<file path="src/rtl/clk_period_meter.sv">
// clk_period_meter: measures period and high time of a slow signal sig_i,
// both counted in clk_i cycles, and hands results out over a valid/ack
// handshake.
// Optional stall detection is compiled in with `define CLK_METER_TIMEOUT_EN.
module clk_period_meter #(
    parameter int unsigned CNT_W       = 16,
    parameter int unsigned TIMEOUT_CYC = 50000000
) (
    input  logic             clk_i,
    input  logic             rst_i,
    input  logic             sig_i,
    input  logic             meas_ack_i,
    output logic             meas_valid_o,
    output logic [CNT_W-1:0] meas_period_o,
    output logic [CNT_W-1:0] meas_high_o,
    output logic             overflow_o,
    output logic             overrun_o,
    output logic             stall_o
);

    localparam logic [CNT_W-1:0] CNT_MAX = '1;

    typedef enum logic {
        ST_IDLE = 1'b0,
        ST_MEAS = 1'b1
    } state_t;

    state_t           r_state;
    state_t           w_state_next;
    logic             r_s1;
    logic             r_s2;
    logic             r_s3;
    logic             w_rise;
    logic [CNT_W-1:0] r_cnt;
    logic [CNT_W-1:0] r_hcnt;
    logic             r_sat;
    logic             w_capture;
    logic             w_restart;
    logic             w_ack;
    logic             w_stall_hit;

    assign w_rise = r_s2 & ~r_s3;
    assign w_ack  = meas_valid_o & meas_ack_i;

    // Two-flop synchronizer plus history flop for rising-edge detection
    always_ff @(posedge clk_i or posedge rst_i) begin
        if (rst_i) begin
            r_s1 <= 1'b0;
            r_s2 <= 1'b0;
            r_s3 <= 1'b0;
        end else begin
            r_s1 <= sig_i;
            r_s2 <= r_s1;
            r_s3 <= r_s2;
        end
    end

    // State register
    always_ff @(posedge clk_i or posedge rst_i) begin
        if (rst_i) begin
            r_state <= ST_IDLE;
        end else begin
            r_state <= w_state_next;
        end
    end

    // Next-state logic: the first rise arms measurement, later rises capture
    always_comb begin
        w_state_next = r_state;
        w_capture    = 1'b0;
        w_restart    = 1'b0;
        case (r_state)
            ST_IDLE: begin
                if (w_rise) begin
                    w_state_next = ST_MEAS;
                    w_restart    = 1'b1;
                end
            end
            ST_MEAS: begin
                if (w_rise) begin
                    w_capture = 1'b1;
                    w_restart = 1'b1;
                end
            end
            default: begin
                w_state_next = ST_IDLE;
            end
        endcase
        if (w_stall_hit) begin
            w_state_next = ST_IDLE;
        end
    end

    // Period/high counters; the rise cycle itself counts as the first cycle
    always_ff @(posedge clk_i or posedge rst_i) begin
        if (rst_i) begin
            r_cnt  <= '0;
            r_hcnt <= '0;
            r_sat  <= 1'b0;
        end else if (w_restart) begin
            r_cnt  <= CNT_W'(1);
            r_hcnt <= CNT_W'(1);
            r_sat  <= 1'b0;
        end else if (r_state == ST_MEAS) begin
            if (r_cnt == CNT_MAX) begin
                r_sat <= 1'b1;
            end else begin
                r_cnt <= r_cnt + CNT_W'(1);
            end
            if (r_s2 && (r_hcnt != CNT_MAX)) begin
                r_hcnt <= r_hcnt + CNT_W'(1);
            end
        end
    end

    // Result registers and valid/ack/overrun handshake
    always_ff @(posedge clk_i or posedge rst_i) begin
        if (rst_i) begin
            meas_valid_o  <= 1'b0;
            meas_period_o <= '0;
            meas_high_o   <= '0;
            overflow_o    <= 1'b0;
            overrun_o     <= 1'b0;
        end else begin
            if (w_capture) begin
                meas_period_o <= r_cnt;
                meas_high_o   <= r_hcnt;
                overflow_o    <= r_sat;
                meas_valid_o  <= 1'b1;
            end else if (w_ack) begin
                meas_valid_o  <= 1'b0;
            end
            if (w_capture && meas_valid_o && !meas_ack_i) begin
                overrun_o <= 1'b1;
            end else if (w_ack) begin
                overrun_o <= 1'b0;
            end
        end
    end

`ifdef CLK_METER_TIMEOUT_EN
    localparam int unsigned STALL_W = $clog2(TIMEOUT_CYC) + 1;

    logic [STALL_W-1:0] r_stall_cnt;

    assign w_stall_hit = !w_rise && (r_stall_cnt == STALL_W'(TIMEOUT_CYC - 1));

    // Stall watchdog: restarts on every rise, flags and drops to IDLE on expiry
    always_ff @(posedge clk_i or posedge rst_i) begin
        if (rst_i) begin
            r_stall_cnt <= '0;
            stall_o     <= 1'b0;
        end else if (w_rise) begin
            r_stall_cnt <= '0;
            stall_o     <= 1'b0;
        end else if (w_stall_hit) begin
            r_stall_cnt <= '0;
            stall_o     <= 1'b1;
        end else begin
            r_stall_cnt <= r_stall_cnt + STALL_W'(1);
        end
    end
`else
    logic w_unused_timeout;

    assign w_stall_hit      = 1'b0;
    assign stall_o          = 1'b0;
    assign w_unused_timeout = ^32'(TIMEOUT_CYC);
`endif

endmodule

</file>
<file path="config.mk">
export PLATFORM = sky130hd
export DESIGN_NAME = clk_period_meter
export DESIGN_NICKNAME = d
export VERILOG_FILES = /design/src/rtl/clk_period_meter.sv
export SDC_FILE = /design/constraint.sdc
export NUM_CORES = 1
export LEC_CHECK = 0
export BUFFER_PORTS_ARGS = -buffer_cell sky130_fd_sc_hd__buf_2
export CAP_MARGIN = 20
export CORE_MARGIN = 4
export CORE_UTILIZATION = 60
export DETAILED_ROUTE_END_ITERATION = 12
export HOLD_SLACK_MARGIN = 0.06
export PLACE_DENSITY = 0.82
export SETUP_SLACK_MARGIN = 0.05
export SYNTH_ARGS = -nofsm -noshare
export SYNTH_HDL_FRONTEND = slang
export SYNTH_SLANG_ARGS = --single-unit
</file>
<file path="constraint.sdc">
create_clock -name clk_i -period 6.35 [get_ports clk_i]
set_clock_uncertainty 0.1 [all_clocks]
set_input_delay 1.27 -clock clk_i [delete_from_list [all_inputs] [get_ports clk_i]]
set_output_delay 1.27 -clock clk_i [all_outputs]
set_load 0.005 [all_outputs]
</file>
==> results of run 1 <==
[sequential cells by signal, summed over array words and instances, names as in the netlist]
register,flops
r_s2,1
meas_period_o,16
r_cnt,16
r_s1,1
meas_high_o,16
r_s3,1
overrun_o,1
r_hcnt,16
overflow_o,1
r_state,1
meas_valid_o,1
r_sat,1
[power groups by stage]
| stage | Sequential [mW] | Combinational [mW] | Clock, mW |
|---|---|---|---|
| final | 0.528 | 0.104 | 0.357 |
| after global placement | 0.534 | 0.100 | 0 |
| after detailed placement | 0.536 | 0.104 | 0 |
| after CTS | 0.528 | 0.107 | 0.363 |
| after floorplan | 0.531 | 0.0684 | 0 |
| after global routing | 0.536 | 0.119 | 0.386 |
[placed cells by master (no fill, tap or decap), types with 7 or more instances in the layout]
cell	n
sky130_fd_sc_hd__a21oi_1	18
sky130_fd_sc_hd__a31oi_1	9
sky130_fd_sc_hd__and3_1	8
sky130_fd_sc_hd__buf_2	38
sky130_fd_sc_hd__clkbuf_8	11
sky130_fd_sc_hd__dfrtp_1	72
sky130_fd_sc_hd__inv_1	8
sky130_fd_sc_hd__mux2_2	29
sky130_fd_sc_hd__nand2_1	35
sky130_fd_sc_hd__nand3_1	11
sky130_fd_sc_hd__nand4_1	8
sky130_fd_sc_hd__nor2_1	9
sky130_fd_sc_hd__nor3_1	7
sky130_fd_sc_hd__o21ai_0	19
sky130_fd_sc_hd__or3_1	8
[cell usage after synthesis (all sizes together) (2+ instances only)]
cell type and instances:
nor2 9, a21oi 18, and3 9, dfrtp 72, ha 2, o31ai 2, nor3 8, or4 2
buf 11, or2 3, a41oi 2, a41o 2, clkbuf 6, or3 8, nand3 12, mux2i 3
a2111o 2, and4 5, nand4 10, a31o 2, inv 9, nand2 35, nand2b 3, a211oi 3
mux2 29, nor4 4, o21ai 21, a31oi 9
[routing by layer]
metal  part of all wire (%)  vias to the layer above  global-route usage, %  wire length [um]
li1                       -                     1223                      -                 -
met1                     45                     1230                   30.6              3050
met2                     47                       88                   35.1              3190
met3                    5.2                       18                   4.34               350
met4                    2.1                        0                   8.50               144
met5                      0                        -                      0                 0
[layout make-up]
type	count	area, sq um
Sequential cell	72	1800
Fill cell	390	1500
Multi-Input combinational cell	215	1440
Timing Repair Buffer	41	213
Clock buffer	13	159
Tap cell	70	87.6
Clock inverter	3	40.0
Inverter	9	33.8
[worst max-delay path by stage]
stage                       startpoint              to  slack, ns  cells after the start
final                     meas_valid_o    meas_valid_o       4.11                      1
after global routing          r_cnt[0]        r_cnt[3]       3.94                      5
after CTS                     r_cnt[0]        r_cnt[1]       3.86                      5
after detailed placement      r_cnt[0]        r_cnt[8]       3.90                      5
after global placement        r_cnt[0]        r_cnt[2]       4.04                      5
after floorplan                  rst_i  meas_high_o[0]       3.16                      1
[logic make-up after synthesis]
family | Yosys count | synth area share (%)
mux | 32 | 10.7
buf+inv | 26 | 3.37
flops | 72 | 53.9
fa+ha+maj | 2 | 0.748
other cells | 1 | 0.112
compound gates | 66 | 12.4
simple gates | 114 | 18.9
[through the flow]
step           instance area, sq um  hold WS (ns)  setup WS (ns)  total power [mW]  util (%)
2_1_floorplan                  3350         0.231           3.16             0.599         -
3_3_place_gp                   3570         0.234           4.04             0.635      67.7
3_5_place_dp                   3570         0.236           3.90             0.639      67.7
4_1_cts                        3770         0.252           3.86             0.998      71.5
5_1_grt                        3770         0.272           3.94              1.04      71.6
6_report                       3770         0.252           4.11             0.989      71.6
==> run_results.csv, run 1 <==
group,metric,value,unit
floorplanning,core.rowCount,26,
worst_setup_path,cp_slowest_stage_delay,0.40,ns
clock_network,cts-htree-levels,3,
route,total_wirelength_of_the_detailed_routed_design,6730,um
flow_run,maxCapViolCount,0,
synth,synth.top_cells.by_area,"sky130_fd_sc_hd__dfrtp_1 (54%), sky130_fd_sc_hd__mux2_2 (9.8%), sky130_fd_sc_hd__nand2_1 (3.9%)",
synth,netlist.top_cell.by_area,"sky130_fd_sc_hd__dfrtp_1",
worst_setup_path,cp.buffers_inverters,1,
power_and_ir_drop,power.leakage,1.77,nW
timing,timing_hold_violations_final,0,
worst_setup_path,crit_path_end_kind,"output pin",
worst_setup_path,worst-setup-path-type,"flop to output pin",
timing,slew_headroom,41.9,%
global_routing,largest_net_degree_at_the_start_of_global_routing,73,
clock_network,post_cts.repair.setup_buffers,0,
timing,finalSetupViolCount,0,
power_and_ir_drop,power.share.sequential,53.4,%
power_and_ir_drop,vdd_drop_max,0.144,mV
power_and_ir_drop,power_density,262,mW/mm^2
clock_network,count_of_hold_fix_buffers_inserted_at_cts,0,
synth,ys_ff_latch,72,
final_layout,layout-drive-gt1-share,27.2,%
worst_setup_path,start_kind,"flop",
floorplanning,initial_utilization,63.5,%
clock_network,cts-root-to-sink-buffers,2,
route,avgRoutedWirePerCell,15.9,um
hold_path,number_of_cells_traversed_by_the_worst_hold_path,0,
global_routing,initial_antenna_violation_count,0,
worst_setup_path,family_of_cells_with_the_greatest_summed_delay_on_the_critical_path,"flip-flops",
worst_setup_path,ff2ff_setup_slack,4.19,ns
hold_path,hp-start,"r_s1",
worst_setup_path,slowest_stage,"sky130_fd_sc_hd__dfrtp_1",
floorplanning,io-pin-count,40,
worst_setup_path,critPathMaxFanout,4,
final_layout,final_nets,354,
timing,fmaxAchievable,0.447,GHz
synth,synth_enable_flop_cells,0,
power_and_ir_drop,netSwitchingFraction,24.5,%
clock_network,cts.clk_slew.worst_paths,0.07,ns
route,route.vias.total,2559,
power_and_ir_drop,switching_power,242,uW
route,ant_nets,0,
synth,synth-seq-area-share,53.9,%
power_and_ir_drop,clockPowerShare,36.1,%
timing,period_minus_slack,2.24,ns
placed_design,port_buffers,38,
route,detail_route.iter0.violations,281,
synth,syn_nets,319,
hold_path,min_delay_worst_endpoint,"r_s2",
global_routing,first_pass_grt_wire_length,11500,um
synth,synth_ff_type,"sky130_fd_sc_hd__dfrtp_1",
global_routing,grt-ovfl-total,0,
synth,syn-mean-instance-area,10.7,sq um
synth,yosys.cell_types.count,50,
final_layout,fin_cells,423,
placed_design,gp_congestion,0.871,
clock_network,postCtsResizedCells,0,
worst_setup_path,timing.reg2reg.worst_path_depth,5,
timing,final.period_utilization,35.3,%
worst_setup_path,regToRegStartpoint,"r_cnt[0]",
final_layout,area_growth_syn_to_layout,12.8,%
clock_network,tritoncts,"built",
power_and_ir_drop,combinationalPowerShare,10.5,%
timing,unrepaired_setup_endpoints_after_global_routing,"no",
global_routing,groute.usage.overall,22.3,%
floorplanning,die-area,0.00684,sq mm
floorplanning,die_width,82.7,um
clock_network,clock_latency_at_the_later_pin_of_the_worst_skew_pair,0.33,ns
worst_setup_path,worst_ep_required_time,4.98,ns
clock_network,clock_tree.root_cell,"sky130_fd_sc_hd__clkbuf_8",
worst_setup_path,rr_endpoint,"r_cnt[1]",
clock_network,cts.sinks,72,
global_routing,vias_in_the_first_global_route,2481,
worst_setup_path,worst-endpoint-arrival,0.87,ns
floorplanning,die_h,82.7,um
final_layout,insertedDiodeCount,0,
route,drtPass1Iterations,4,
power_and_ir_drop,power_report.internal_total,746,uW
synth,yosys_warns,0,
timing,slew_violations,0,
synth,synth_async_sr_flop_share,100,%
placed_design,placedCellCount,407,
status,outcome,"completed",
placed_design,dpl.hpwl,4450,um
route,drc,0,
timing,pin_slew_with_the_least_headroom_to_its_limit,0.872,ns
synth,portion_of_synthesized_cell_area_occupied_by_the_leading_cell_type,53.9,%
synth,syn-cell-area,0.00335,sq mm
hold_path,min_path_type,"flop to flop",
floorplanning,core,0.00527,sq mm
route,post_drt_via_cell_ratio,6.05,
synth,synthCells,313,
worst_setup_path,cp_cell_sequence,"buf_2",
timing,finalSetupTns,0,ns
clock_network,cts_inserted_buffers,9,
No activity file was read; power rests on OpenSTA's default activity.
==> run 2, diff against run 1 <==
CORE_UTILIZATION = 52   (was 60)
PLACE_DENSITY = 0.75   (was 0.82)
clock period = 1.9 ns   (was 6.35 ns; I/O delays follow)
==> run 2 against run 1 <==
  * Count of clock-buffer cells in the layout shrank 2
  * Register-to-register slack got worse by 4.1 ns
  * Core utilization decreased by 5.7 points
  * Design area increased by 6.5%
  * Largest cell class unchanged
  * Critical path type is now flop to flop
==> run_results.csv, run 2 (synthesis gave the netlist of run 1 again) <==
group,metric,value,unit
worst_setup_path,cp.buffers_inverters,0,
power_and_ir_drop,combinationalPowerShare,12.9,%
timing,final.period_utilization,95.2,%
final_layout,seqCellArea,0.00180,sq mm
power_and_ir_drop,clockPowerShare,36.4,%
global_routing,vias_in_the_first_global_route,2523,
floorplanning,die_width,88.2,um
global_routing,groute.usage.overall,19.9,%
timing,post-route-worst-setup-slack,0.0904,ns
final_layout,mostFrequentLayoutCell,"sky130_fd_sc_hd__dfrtp_1",
clock_network,tritoncts,"built",
placed_design,port_buffers,38,
status,outcome,"completed",
global_routing,first_pass_grt_wire_length,12000,um
floorplanning,die-area,0.00778,sq mm
route,drtPass1Iterations,4,
worst_setup_path,start_kind,"flop",
timing,pin_slew_with_the_least_headroom_to_its_limit,0.525,ns
route,drc,0,
timing,finalSetupTns,0,ns
worst_setup_path,worst_ep_required_time,2.08,ns
power_and_ir_drop,power_report.internal_total,2.61,mW
placed_design,gp_congestion,0.861,
power_and_ir_drop,power.share.sequential,50.7,%
worst_setup_path,cp_cell_sequence,"ha_2 > nand4_4 > or3_4 > or3_1 > a21oi_1",
timing,fmaxAchievable,0.553,GHz
final_layout,layout-drive-gt1-share,32.0,%
timing,timing_hold_violations_final,0,
clock_network,clock_latency_at_the_later_pin_of_the_worst_skew_pair,0.35,ns
power_and_ir_drop,power.leakage,1.90,nW
timing,unrepaired_setup_endpoints_after_global_routing,"yes",
timing,slew_violations,0,
clock_network,cts-htree-levels,3,
route,avgRoutedWirePerCell,15.7,um
global_routing,initial_antenna_violation_count,0,
route,route.vias.total,2671,
clock_network,cts_inserted_buffers,9,
power_and_ir_drop,vdd_drop_max,0.699,mV
floorplanning,initial_utilization,54.9,%
final_layout,commonest_non_fill_non_tap_cells_in_the_layout,"sky130_fd_sc_hd__dfrtp_1 (70), sky130_fd_sc_hd__buf_2 (38), sky130_fd_sc_hd__nand2_1 (35)",
timing,slew_headroom,64.9,%
final_layout,area_growth_syn_to_layout,20.1,%
worst_setup_path,crit_path_end_kind,"flop",
clock_network,cts.sinks,72,
power_and_ir_drop,power_density,864,mW/mm^2
clock_network,cts-root-to-sink-buffers,2,
flow_run,maxCapViolCount,0,
global_routing,grt-ovfl-total,0,
hold_path,min_path_type,"primary input to flop",
timing,finalSetupViolCount,0,
floorplanning,core,0.00610,sq mm
clock_network,cts.clk_slew.worst_paths,0.07,ns
route,total_wirelength_of_the_detailed_routed_design,7070,um
final_layout,multiInputGateArea,0.00145,sq mm
final_layout,layout_filler_cell_count,505,
final_layout,final_nets,377,
power_and_ir_drop,switching_power,861,uW
placed_design,dpl.hpwl,4850,um
floorplanning,die_h,88.2,um
power_and_ir_drop,totalPowerFinal,3.47,mW
worst_setup_path,worst-endpoint-arrival,1.99,ns
timing,period_minus_slack,1.81,ns
worst_setup_path,critPathMaxFanout,7,
placed_design,place_worst_setup_slack,0.0505,ns
clock_network,clock_tree.root_cell,"sky130_fd_sc_hd__clkbuf_8",
power_and_ir_drop,netSwitchingFraction,24.8,%
route,post_drt_via_cell_ratio,5.94,
worst_setup_path,cp_slowest_stage_delay,0.42,ns
floorplanning,core.rowCount,28,
final_layout,insertedDiodeCount,0,
global_routing,largest_net_degree_at_the_start_of_global_routing,40,
route,detail_route.iter0.violations,181,
floorplanning,io-pin-count,40,
worst_setup_path,family_of_cells_with_the_greatest_summed_delay_on_the_critical_path,"simple AND/OR/NAND/NOR gates",
worst_setup_path,slowest_stage,"sky130_fd_sc_hd__or3_4",
route,ant_nets,0,
worst_setup_path,worst-setup-path-type,"flop to flop",
[run 2: cell count changes in the layout (fill, tap and decap cells not counted), moves of 2 or more]
| cell | before | now |
|---|---|---|
| sky130_fd_sc_hd__dlygate4sd3_1 | 0 | 2 |
| sky130_fd_sc_hd__dfrtp_2 | 0 | 2 |
| sky130_fd_sc_hd__buf_4 | 3 | 21 |
| sky130_fd_sc_hd__dfrtp_1 | 72 | 70 |
| sky130_fd_sc_hd__buf_12 | 0 | 3 |
| sky130_fd_sc_hd__clkbuf_8 | 11 | 9 |
[run 2: final timing paths]
| path | slack [ns] | depth (start not counted) | end | start |
|---|---|---|---|---|
| worst min-delay path | 0.11 | 2 | overrun_o | meas_ack_i |
| worst max-delay path | 0.09 | 5 | r_cnt[8] | r_cnt[1] |
| worst max register to register | 0.09 | 5 | r_cnt[8] | r_cnt[1] |
| min in group asynchronous | 0.52 | 3 | meas_high_o[13] | rst_i |
| max in group asynchronous | 0.68 | 4 | r_hcnt[7] | rst_i |
| worst min register to register | 0.25 | 0 | r_s2 | r_s1 |
[run 2: power groups by stage]
stage / Clock (mW) / Sequential [mW] / Combinational (mW)
global placement: 0 / 1.77 / 0.403
finish: 1.26 / 1.76 / 0.447
detailed placement: 0 / 1.78 / 0.412
CTS: 1.31 / 1.75 / 0.421
floorplan: 0 / 1.77 / 0.229
global route: 1.36 / 1.77 / 0.500
[run 2: worst reg2reg max path: stages (launching register included)]
cell	delay (ns)
sky130_fd_sc_hd__dfrtp_1	0.38
sky130_fd_sc_hd__ha_2	0.23
sky130_fd_sc_hd__nand4_4	0.16
sky130_fd_sc_hd__or3_4	0.42
sky130_fd_sc_hd__or3_1	0.31
sky130_fd_sc_hd__a21oi_1	0.14
[run 2: cell type report]
type / count / share of cell area, %
timing repair buffer: 64 / 10.7
inverter: 9 / 0.934
tap: 75 / 2.34
sequential: 72 / 44.9
clock buffer: 11 / 3.27
clock inverter: 4 / 1.74
multi-input combinational: 215 / 36.2
[run 2: layer usage]
metal | global-route usage, % | wire length [um] | up-vias
li1 | - | - | 1268
met1 | 27.7 | 3340 | 1316
met2 | 30.0 | 3290 | 72
met3 | 4.66 | 311 | 15
met4 | 8.93 | 134 | 0
met5 | 0 | 0 | -
[run 2: through the flow]
step	instance area, sq um	hold WS [ns]	instances	util [%]
finish	4020	0.113	450	65.9
detailed placement	3760	0.238	431	61.6
global placement	3760	0.233	431	61.6
CTS	3980	0.101	448	65.3
global route	4020	0.129	450	65.9
floorplan	3350	0.231	313	-
[run 2: repair_timing]
item | 4_1_cts | 5_1_grt
hold buffers | 2 | 0
pin swaps | 1 | 0
gates resized for setup | 1 | 5
setup endpoints to repair | 2 | 7
gates cloned | 0 | 0
hold endpoints to repair | 20 | 0
buffers inserted | 0 | 2
==> run 3, diff against run 2 <==
CORE_UTILIZATION = 38   (was 52)
PLACE_DENSITY = default   (was 0.75)
PLACE_DENSITY_LB_ADDON = 0.05   (was default)
REMOVE_ABC_BUFFERS = 1   (was default)
==> run 3 against run 2 <==
  * Design area up 2.2%
  * Clock power up 18%
  * Hold slack improved by 0.011 ns
  * Wire length increased by 5.5%
  * Critical path depth decreased by 1
  * Sequential power about the same
  * Die area rose by 33%
  * Worst setup slack better by 0.026 ns
  * Fmax up 1.5%
==> run_results.csv, run 3 (synthesis gave the netlist of run 1 again) <==
group,metric,value,unit
worst_setup_path,worst_ep_required_time,2.07,ns
timing,finalSetupTns,0,ns
final_layout,area_growth_syn_to_layout,22.8,%
global_routing,groute.usage.overall,16.0,%
floorplanning,core,0.00838,sq mm
route,avgRoutedWirePerCell,15.5,um
flow_run,maxCapViolCount,0,
placed_design,gp_congestion,0.785,
placed_design,placedCellCount,461,
timing,pin_slew_with_the_least_headroom_to_its_limit,0.710,ns
timing,unrepaired_setup_endpoints_after_global_routing,"yes",
clock_network,tritoncts,"built",
timing,timing_hold_violations_final,0,
global_routing,largest_net_degree_at_the_start_of_global_routing,33,
timing,fmaxAchievable,0.561,GHz
route,drtPass1Iterations,4,
floorplanning,die_h,102,um
worst_setup_path,crit_path_end_kind,"flop",
final_layout,mostFrequentLayoutCell,"sky130_fd_sc_hd__dfrtp_1",
clock_network,cts_inserted_buffers,9,
route,post_drt_via_cell_ratio,5.32,
floorplanning,io-pin-count,40,
power_and_ir_drop,totalPowerFinal,3.69,mW
clock_network,cts-root-to-sink-buffers,2,
worst_setup_path,start_kind,"flop",
hold_path,min_path_type,"primary input to flop",
timing,period_minus_slack,1.78,ns
route,detail_route.iter0.violations,67,
floorplanning,core.rowCount,33,
clock_network,clock_latency_at_the_later_pin_of_the_worst_skew_pair,0.35,ns
power_and_ir_drop,power_density,898,mW/mm^2
final_layout,fin_cells,480,
worst_setup_path,worst-endpoint-arrival,1.96,ns
global_routing,grt-ovfl-total,0,
route,route.vias.total,2552,
worst_setup_path,rr_endpoint,"r_hcnt[14]",
status,outcome,"completed",
worst_setup_path,critPathMaxFanout,5,
worst_setup_path,regToRegStartpoint,"r_hcnt[6]",
worst_setup_path,timing.reg2reg.worst_path_depth,4,
timing,finalSetupViolCount,0,
worst_setup_path,cp_slowest_stage_delay,0.59,ns
final_layout,layout_filler_cell_count,806,
route,drc,0,
floorplanning,die-area,0.0104,sq mm
hold_path,number_of_cells_traversed_by_the_worst_hold_path,2,
timing,slew_headroom,52.7,%
placed_design,dpl.hpwl,5030,um
route,ant_nets,0,
clock_network,cts.sinks,72,
final_layout,final_nets,376,
hold_path,hp-start,"meas_ack_i",
global_routing,initial_antenna_violation_count,0,
final_layout,post-route-util,49.0,%
worst_setup_path,worst-setup-path-type,"flop to flop",
clock_network,cts.clk_slew.worst_paths,0.08,ns
power_and_ir_drop,vdd_drop_max,0.425,mV
worst_setup_path,slowest_stage,"sky130_fd_sc_hd__or4b_4",
floorplanning,initial_utilization,39.9,%
global_routing,first_pass_grt_wire_length,13000,um
hold_path,min_delay_worst_endpoint,"overrun_o",
power_and_ir_drop,power.leakage,1.92,nW
timing,final.period_utilization,93.9,%
floorplanning,die_width,102,um
timing,finalHoldWorstSlack,0.124,ns
global_routing,vias_in_the_first_global_route,2555,
clock_network,cts-htree-levels,3,
final_layout,insertedDiodeCount,0,
worst_setup_path,ff2ff_setup_slack,0.12,ns
final_layout,layout-drive-gt1-share,33.9,%
final_layout,commonest_non_fill_non_tap_cells_in_the_layout,"sky130_fd_sc_hd__dfrtp_1 (67), sky130_fd_sc_hd__buf_2 (38), sky130_fd_sc_hd__nand2_1 (35)",
timing,slew_violations,0,
route,total_wirelength_of_the_detailed_routed_design,7460,um
clock_network,clock_tree.root_cell,"sky130_fd_sc_hd__clkbuf_8",
placed_design,port_buffers,38,
worst_setup_path,cp_cell_sequence,"nand3_2 > or4b_4 > a211oi_2 > mux2i_1",
## run 3: layer usage
layer,wire [um],vias up,global-route usage [%]
met5,0,-,0
met4,83,0,4.84
met3,282,5,3.75
met2,3250,46,23.1
met1,3850,1234,23.9
li1,-,1267,-
## run 3: what timing repair did
action | CTS | global route
setup buffers | 1 | 0
hold buffers | 2 | 0
resized for setup | 1 | 13
pin swaps | 0 | 1
endpoints found under the setup margin | 1 | 10
hold endpoints to repair | 19 | 0
## run 3: worst max path at each step
| stage | from | to | slack, ns | depth (start not counted) |
|---|---|---|---|---|
| 3_3_place_gp | r_hcnt[1] | r_hcnt[14] | 0.12 | 5 |
| 5_1_grt | r_hcnt[6] | r_hcnt[14] | 0.02 | 4 |
| 3_5_place_dp | r_hcnt[1] | r_hcnt[14] | 0.05 | 5 |
| 2_1_floorplan | r_s2 | meas_high_o[0] | -0.99 | 3 |
| 4_1_cts | r_s2 | r_hcnt[15] | 0.08 | 4 |
| 6_report | r_hcnt[6] | r_hcnt[14] | 0.12 | 4 |
## run 3: layout make-up
| class | count | area [sq um] | share of cell area (%) |
|---|---|---|---|
| repair buffers | 63 | 408 | 9.93 |
| well taps | 105 | 131 | 3.20 |
| clock buffers | 11 | 141 | 3.44 |
| inverters | 9 | 33.8 | 0.822 |
| flip-flops and latches | 72 | 1810 | 44.0 |
| clock inverters | 5 | 104 | 2.53 |
| multi-input cells | 215 | 1480 | 36.1 |
## run 3: critical path: cells and delay by family (launching register included)
kind	cells	cell delay, ns
AND/OR/NAND/NOR	2	0.73
AO/OA/AOI/OAI	1	0.19
flip-flops	1	0.48
multiplexers	1	0.21
## run 3: where the power goes
part | total (mW) | internal, mW | switching (mW)
combinational | 0.425 | 0.220 | 0.205
clock | 1.49 | 0.909 | 0.581
sequential | 1.77 | 1.65 | 0.120
## run 3: through the flow
step	instance area [sq um]	worst slack, ns
6_report	4110	0.117
5_1_grt	4110	0.0230
4_1_cts	4050	0.0790
3_5_place_dp	3780	0.0479
3_3_place_gp	3780	0.123
2_1_floorplan	3270	-0.993
